## src/rtl/cpu_pkg.sv

```systemverilog
// Shared types and constants for the moxie decode stage.
package cpu_pkg;

    typedef enum logic [1:0] {
        FORM1     = 2'd0,
        FORM1_IMM = 2'd1,
        FORM2     = 2'd2,
        FORM3     = 2'd3
    } form_e;

    typedef enum logic {
        S_RUN      = 1'b0,
        S_WAITDATA = 1'b1
    } state_e;

    localparam logic [7:0]  MAX_FORM1_OP     = 8'h39;
    localparam logic [31:0] DEF_BOOT_ADDRESS = 32'h0000_1000;

    // Bit n set => form1 opcode n carries a trailing 32-bit immediate.
    localparam logic [63:0] LONG_IMM_OPS =
        (64'd1 << 8'h01) | (64'd1 << 8'h03) | (64'd1 << 8'h08) |
        (64'd1 << 8'h09) | (64'd1 << 8'h0c) | (64'd1 << 8'h0d) |
        (64'd1 << 8'h1a) | (64'd1 << 8'h1b) | (64'd1 << 8'h1d) |
        (64'd1 << 8'h1f) | (64'd1 << 8'h20) | (64'd1 << 8'h22) |
        (64'd1 << 8'h24) | (64'd1 << 8'h30) | (64'd1 << 8'h36) |
        (64'd1 << 8'h37) | (64'd1 << 8'h38) | (64'd1 << 8'h39);

    typedef struct packed {
        form_e       form;
        logic        need_data;
        logic [3:0]  ra;
        logic [3:0]  rb;
        logic [31:0] imm;
        logic        illegal;
    } dec_t;

    function automatic logic is_long_imm(input logic [7:0] op);
        return (op[7:6] == 2'b00) && LONG_IMM_OPS[op[5:0]];
    endfunction

endpackage

```

## src/rtl/cpu_decode_if.sv

```systemverilog
// Fetch/decode/execute signal bundle around the decode stage.
interface cpu_decode_if;
    import cpu_pkg::*;

    logic [15:0] ifid_insn;
    logic [31:0] ifid_insn_data;
    logic        ifid_insn_valid;
    logic        ifid_insn_data_valid;
    logic        idif_used_insn;
    logic        idif_used_data;
    logic        ex_stall;
    logic        ex_flush;
    logic [31:0] ex_redirect_pc;
    logic        idex_valid;
    logic [15:0] idex_insn;
    form_e       idex_form;
    logic [3:0]  idex_ra;
    logic [3:0]  idex_rb;
    logic [31:0] idex_imm;
    logic [31:0] idex_pc;
    logic        idex_illegal;

    modport master (
        output ifid_insn, ifid_insn_data, ifid_insn_valid,
        output ifid_insn_data_valid,
        output ex_stall, ex_flush, ex_redirect_pc,
        input  idif_used_insn, idif_used_data,
        input  idex_valid, idex_insn, idex_form, idex_ra, idex_rb,
        input  idex_imm, idex_pc, idex_illegal
    );

    modport slave (
        input  ifid_insn, ifid_insn_data, ifid_insn_valid,
        input  ifid_insn_data_valid,
        input  ex_stall, ex_flush, ex_redirect_pc,
        output idif_used_insn, idif_used_data,
        output idex_valid, idex_insn, idex_form, idex_ra, idex_rb,
        output idex_imm, idex_pc, idex_illegal
    );

endinterface

```

## src/rtl/cpu_decode_classify.sv

```systemverilog
// Combinational moxie instruction classifier: form, fields, immediate.
module cpu_decode_classify
    import cpu_pkg::*;
(
    input  logic [15:0] insn,
    input  logic [31:0] data,
    output dec_t        dec
);

    logic [7:0] op;
    assign op = insn[15:8];

    always_comb begin
        dec = '0;
        dec.form = FORM1;
        unique case (1'b1)
            !insn[15]: begin
                dec.ra        = insn[7:4];
                dec.rb        = insn[3:0];
                dec.illegal   = op > MAX_FORM1_OP;
                dec.need_data = is_long_imm(op);
                if (dec.need_data) begin
                    dec.form = FORM1_IMM;
                    dec.imm  = data;
                end
            end
            insn[15:14] == 2'b10: begin
                dec.form = FORM2;
                dec.ra   = insn[11:8];
                dec.imm  = {24'd0, insn[7:0]};
            end
            default: begin
                dec.form = FORM3;
                dec.imm  = {{21{insn[9]}}, insn[9:0], 1'b0};
            end
        endcase
    end

endmodule

```

## src/rtl/cpu_decode.sv

```systemverilog
// Decode stage: consumes fetch window, registers one decoded insn for execute.
module cpu_decode
    import cpu_pkg::*;
#(
    parameter logic [31:0] BOOT_ADDRESS = DEF_BOOT_ADDRESS,
    parameter int          STALL_CNT_W  = 16
) (
    input  logic                   clk_i,
    input  logic                   rst_i,
    cpu_decode_if.slave            dif,
    output logic [STALL_CNT_W-1:0] stall_cnt_o
);

    dec_t        dec;
    state_e      state;
    logic [31:0] pc;
    logic        accept;
    logic        go;
    logic        starve;

    cpu_decode_classify u_classify (
        .insn (dif.ifid_insn),
        .data (dif.ifid_insn_data),
        .dec  (dec)
    );

    assign accept = !dif.idex_valid || !dif.ex_stall;
    assign go     = dif.ifid_insn_valid && accept && !dif.ex_flush &&
                    (!dec.need_data || dif.ifid_insn_data_valid);
    assign starve = dif.ifid_insn_valid && dec.need_data &&
                    !dif.ifid_insn_data_valid && accept && !dif.ex_flush;

    assign dif.idif_used_insn = go;
    assign dif.idif_used_data = go && dec.need_data;

    always_ff @(posedge clk_i or posedge rst_i) begin
        if (rst_i) begin
            state            <= S_RUN;
            pc               <= BOOT_ADDRESS;
            stall_cnt_o      <= '0;
            dif.idex_valid   <= 1'b0;
            dif.idex_insn    <= '0;
            dif.idex_form    <= FORM1;
            dif.idex_ra      <= '0;
            dif.idex_rb      <= '0;
            dif.idex_imm     <= '0;
            dif.idex_pc      <= '0;
            dif.idex_illegal <= 1'b0;
        end else begin
            if (state == S_WAITDATA && stall_cnt_o != '1)
                stall_cnt_o <= stall_cnt_o + STALL_CNT_W'(1);

            unique case (state)
                S_RUN:      if (starve) state <= S_WAITDATA;
                S_WAITDATA: if (go || dif.ex_flush) state <= S_RUN;
                default:    state <= S_RUN;
            endcase

            // Flush outranks a same-cycle consumption.
            if (dif.ex_flush) begin
                dif.idex_valid <= 1'b0;
                pc             <= dif.ex_redirect_pc;
            end else if (go) begin
                dif.idex_valid   <= 1'b1;
                dif.idex_insn    <= dif.ifid_insn;
                dif.idex_form    <= dec.form;
                dif.idex_ra      <= dec.ra;
                dif.idex_rb      <= dec.rb;
                dif.idex_imm     <= dec.imm;
                dif.idex_pc      <= pc;
                dif.idex_illegal <= dec.illegal;
                pc <= pc + (dec.need_data ? 32'd6 : 32'd2);
            end else if (accept) begin
                dif.idex_valid <= 1'b0;
            end
        end
    end

endmodule
```

## src/flat_wrapper.sv

```systemverilog
// flat-port wrapper written by rule: the top's interface ports become plain ports
module cpu_decode_flat import cpu_pkg::*;
#(
    parameter logic [31:0] BOOT_ADDRESS = DEF_BOOT_ADDRESS,
    parameter int          STALL_CNT_W  = 16
)
  (clk_i, rst_i, stall_cnt_o, dif_ifid_insn, dif_ifid_insn_data, dif_ifid_insn_valid, dif_ifid_insn_data_valid, dif_ex_stall, dif_ex_flush, dif_ex_redirect_pc, dif_idif_used_insn, dif_idif_used_data, dif_idex_valid, dif_idex_insn, dif_idex_form, dif_idex_ra, dif_idex_rb, dif_idex_imm, dif_idex_pc, dif_idex_illegal);
  cpu_decode_if dif_i ();
  input  logic clk_i;
  input  logic rst_i;
  output logic [STALL_CNT_W-1:0] stall_cnt_o;
  input wire logic [$bits(dif_i.ifid_insn)-1:0] dif_ifid_insn;
  input wire logic [$bits(dif_i.ifid_insn_data)-1:0] dif_ifid_insn_data;
  input wire logic [$bits(dif_i.ifid_insn_valid)-1:0] dif_ifid_insn_valid;
  input wire logic [$bits(dif_i.ifid_insn_data_valid)-1:0] dif_ifid_insn_data_valid;
  input wire logic [$bits(dif_i.ex_stall)-1:0] dif_ex_stall;
  input wire logic [$bits(dif_i.ex_flush)-1:0] dif_ex_flush;
  input wire logic [$bits(dif_i.ex_redirect_pc)-1:0] dif_ex_redirect_pc;
  output wire logic [$bits(dif_i.idif_used_insn)-1:0] dif_idif_used_insn;
  output wire logic [$bits(dif_i.idif_used_data)-1:0] dif_idif_used_data;
  output wire logic [$bits(dif_i.idex_valid)-1:0] dif_idex_valid;
  output wire logic [$bits(dif_i.idex_insn)-1:0] dif_idex_insn;
  output wire logic [$bits(dif_i.idex_form)-1:0] dif_idex_form;
  output wire logic [$bits(dif_i.idex_ra)-1:0] dif_idex_ra;
  output wire logic [$bits(dif_i.idex_rb)-1:0] dif_idex_rb;
  output wire logic [$bits(dif_i.idex_imm)-1:0] dif_idex_imm;
  output wire logic [$bits(dif_i.idex_pc)-1:0] dif_idex_pc;
  output wire logic [$bits(dif_i.idex_illegal)-1:0] dif_idex_illegal;
  assign dif_i.ifid_insn = dif_ifid_insn;
  assign dif_i.ifid_insn_data = dif_ifid_insn_data;
  assign dif_i.ifid_insn_valid = dif_ifid_insn_valid;
  assign dif_i.ifid_insn_data_valid = dif_ifid_insn_data_valid;
  assign dif_i.ex_stall = dif_ex_stall;
  assign dif_i.ex_flush = dif_ex_flush;
  assign dif_i.ex_redirect_pc = dif_ex_redirect_pc;
  assign dif_idif_used_insn = dif_i.idif_used_insn;
  assign dif_idif_used_data = dif_i.idif_used_data;
  assign dif_idex_valid = dif_i.idex_valid;
  assign dif_idex_insn = dif_i.idex_insn;
  assign dif_idex_form = dif_i.idex_form;
  assign dif_idex_ra = dif_i.idex_ra;
  assign dif_idex_rb = dif_i.idex_rb;
  assign dif_idex_imm = dif_i.idex_imm;
  assign dif_idex_pc = dif_i.idex_pc;
  assign dif_idex_illegal = dif_i.idex_illegal;
  cpu_decode #(.BOOT_ADDRESS(BOOT_ADDRESS), .STALL_CNT_W(STALL_CNT_W)) u_core (.clk_i(clk_i), .rst_i(rst_i), .dif(dif_i), .stall_cnt_o(stall_cnt_o));
endmodule
```

## config.mk

```make
export PLATFORM = sky130hd
export DESIGN_NAME = cpu_decode_flat
export DESIGN_NICKNAME = d
export VERILOG_FILES = /design/src/rtl/cpu_pkg.sv /design/src/rtl/cpu_decode_if.sv /design/src/rtl/cpu_decode_classify.sv /design/src/rtl/cpu_decode.sv /design/src/flat_wrapper.sv
export SDC_FILE = /design/constraint.sdc
export NUM_CORES = 1
export LEC_CHECK = 0
export ABC_AREA = 1
export CAP_MARGIN = 20
export CORE_MARGIN = 2
export CORE_UTILIZATION = 40
export CTS_BUF_LIST = sky130_fd_sc_hd__clkbuf_4
export DETAILED_ROUTE_END_ITERATION = 7
export GPL_ROUTABILITY_DRIVEN = 0
export PLACE_DENSITY = 0.71
export SLEW_MARGIN = 40
export SYNTH_ARGS = -nofsm -noshare
export SYNTH_HDL_FRONTEND = slang
export SYNTH_HIERARCHICAL = 1
export SYNTH_SLANG_ARGS = --single-unit
```

## constraint.sdc

```tcl
create_clock -name clk_i -period 6.7 [get_ports clk_i]
set_clock_uncertainty 0.05 [all_clocks]
set_input_delay 1.34 -clock clk_i [delete_from_list [all_inputs] [get_ports clk_i]]
set_output_delay 1.34 -clock clk_i [all_outputs]
set_load 0.05 [all_outputs]
```

==> flow_summary.toml <==
[run_status]
status = "finished, final reports clean"

[grt]
grt.overflow.total = 0
grt_start_max_net_pins = 99
antenna_found_initial = 1
first_global_vias = 6663
grt_usage_pct = 21.25
grt_pass1_wl_um = 33680

[synth]
synthTopCellsByArea = "dfrtp_1 (47%), nand2_1 (23%), inv_1 (5.3%)"
synth_largest_area_cell = "dfrtp_1"
syn-num-nets = 1124
seq_area_frac_synth_pct = 47.19
synth_area_per_cell_um2 = 7.227
synth_common_cells = "nand2_1 (460), dfrtp_1 (140), inv_1 (105)"
yosysMostFrequentCell = "nand2_1"
syn_area_um2 = 7480
synthCells = 1035
synth-seq-cells = 141
ys_async_sr_fraction_pct = 100.0
synth_edf_count = 0
synth_top_area_share_pct = 46.84
synth_ff_type = "dfrtp_1"
synth_cell_type_count = 36
yosysWarningCount = 6

[floorplanning]
core_um2 = 18520
start_util_pct = 40.39
rows = 50
die-width_um = 140.7
boundaryPins = 196
die_area_um2 = 19810
die_h_um = 140.7

[critical_path]
slowest_delay_ns = 0.84
path_class = "in -> out"
cp_cell_sequence = "clkdlybuf4s50_1 -> inv_1 -> nand2_1 -> nand2_1 -> nand2_1 -> nand3_2 -> nand3_4 -> inv_1 -> inv_2 -> nor2_4 -> nor2_4 -> nand2_4 -> nor2_1 -> clkdlybuf4s50_1"
crit_required_ns = 5.31
critPathSlowestCell = "clkdlybuf4s50_1"
critical-path-top-delay-family = "buffers and inverters"
arrival_ns = 4.39
cpMostUsedCell = "nand2_1"
r2r_setup_slack_ns = 4.31
worstSetupEndpointType = "output pin"
cp_max_fo = 27
start_kind = "input pin"
r2r_end = "u_core/pc[8]$_DFFE_PP0N_"
r2r_start = "u_core/dif.idex_valid$_DFFE_PP0P_"
reg2regPathDepth = 9
cp.buffers_inverters = 5
cp.depth = 14

[route]
via_count = 7116
antenna_left = 0
drc = 0
via_per_inst = 4.861
first_pass_iters = 5
wl_per_cell_um = 14.37
drt_iter0_drc = 514
wl_um = 21030

[placed_design]
dpl_worst_slack_ns = 0.9356
post-dp-hpwl_um = 14890
port-buffer-count = 195

[cts]
clkTransAtPathRegs_ns = 0.12
cts_hold_buf = 0
clk_latency_ns = 0.54
cts_buffers = 17
postCtsSetupRepairBufs = 0
cts_resized = 0
clock_path_buffers = 2
cts_sinks = 141
cts_tree = "yes"
cts_root_buf = "clkbuf_4"
htreeDepth = 4

[timing]
hold_ws_ns = 0.4450
setup_ws_ns = 0.9192
rsz0062_at_grt = "false"
tightest_slew_ns = 0.7716
fin_tns_setup_ns = 0
relSlewSlack_pct = 48.44
period_share_pct = 86.28
slew_violations = 0
period_minus_slack_ns = 5.781
setup_violations = 0
fmax_mhz = 173.0
hold_viol_final = 0

[power]
power_density_nw_per_um2 = 267.3
ir_worst_vdd_mv = 0.1109
p_leak_uw = 0.004838

[cells_and_area]
drive_gt1_share_pct = 5.614
final.fill_count = 1791
finalNetCount = 1306
area_delta_synth_final_pct = 32.44

[job]
cap_violations = 0

[hold_path]
hp-class = "reg -> reg"
hold_path_end = "u_core/dif.idex_imm[9]$_DFFE_PP0P_"
min_path_cells = 2
hold_start = "u_core/dif.idex_imm[9]$_DFFE_PP0P_"
==> layout by cell type (no fill, tap or decap), drive strengths merged, types with 2 or more instances in the layout <==
cell type,instances
a21oi,8
buf,6
bufinv,4
clkbuf,18
clkdlybuf4s50,194
clkinv,5
clkinvlp,3
dfrtp,140
ha,2
inv,112
nand2,464
nand3,62
nand3b,3
nand4,13
nor2,90
nor3,2
o211ai,5
o21ai,72
xnor2,9
xor2,11
==> sequential cells by signal, summed over array words and instances (netlist names) <==
name,count
u_core/dif.idex_imm,32
u_core/dif.idex_valid,1
u_core/stall_cnt_o,16
u_core/dif.idex_rb,4
u_core/dif.idex_illegal,1
u_core/state,1
u_core/dif.idex_ra,4
u_core/dif.idex_insn,16
u_core/dif.idex_pc,32
u_core/dif.idex_form,2
u_core/pc,32
==> power by group <==
group          leakage [uW]  total [uW]  internal, uW  switching (uW)
sequential          0.00179        1080           976             101
clock              0.000165         627           301             327
combinational       0.00288         944           313             630
total               0.00484        2650          1590            1060
==> final cells by class <==
cell class / count / area [um^2] / share of cell area (%)
flip-flops and latches: 141 / 3530 / 35.63
multi-input cells: 746 / 3324 / 33.56
repair buffers: 200 / 2003 / 20.22
inverters: 111 / 426.7 / 4.307
well taps: 234 / 292.8 / 2.956
clock inverters: 13 / 191.4 / 1.933
clock buffers: 18 / 135.1 / 1.364
diodes: 1 / 2.502 / 0.02526
==> kinds of logic after synthesis <==
group | count (synthesis) | synth area share, %
DFF | 141 | 47.19
AOI/OAI and AO/OA | 87 | 6.507
adders and majority gates | 3 | 0.6022
buffers and inverters | 148 | 8.431
xor gates and xnor gates | 20 | 2.342
and+or+nand+nor | 636 | 34.93
==> worst min-delay path: cells and delay by family (launching register included) <==
family / cells / cell delay [ns]
flip-flops: 1 / 0.36
AND/OR/NAND/NOR: 2 / 0.11
==> stage by stage <==
stage	total power [uW]	area, um^2	std cells	util, %
2_1_floorplan	1687	7480	1035	-
3_3_place_gp	2028	9570	1432	51.68
3_5_place_dp	2039	9577	1432	51.72
4_1_cts	2676	9903	1463	53.48
5_1_grt	2788	9906	1464	53.49
6_report	2648	9906	1464	53.49
==> how the worst max path moves through the flow <==
| stage | start | endpoint | slack [ns] |
|---|---|---|---|
| after floorplan | rst_i | u_core/dif.idex_form[0]$_DFFE_PP0P_ | 1.53 |
| after global placement | dif_ifid_insn[10] | dif_idif_used_data | 1.02 |
| after detailed placement | dif_ifid_insn[10] | dif_idif_used_data | 0.94 |
| after CTS | dif_ifid_insn[10] | dif_idif_used_data | 0.93 |
| after global routing | dif_ifid_insn[10] | dif_idif_used_data | 0.77 |
| final | dif_ifid_insn[10] | dif_idif_used_data | 0.92 |
==> layer usage <==
metal	share of wire, %	vias to the layer above	track usage, %
met1	44	3280	27.68
met2	48	255	34.79
met5	0	-	0
met4	1.5	0	7.263
li1	-	3555	-
met3	7.4	26	5.265
Note: power is estimated with default switching activity, not from simulation.
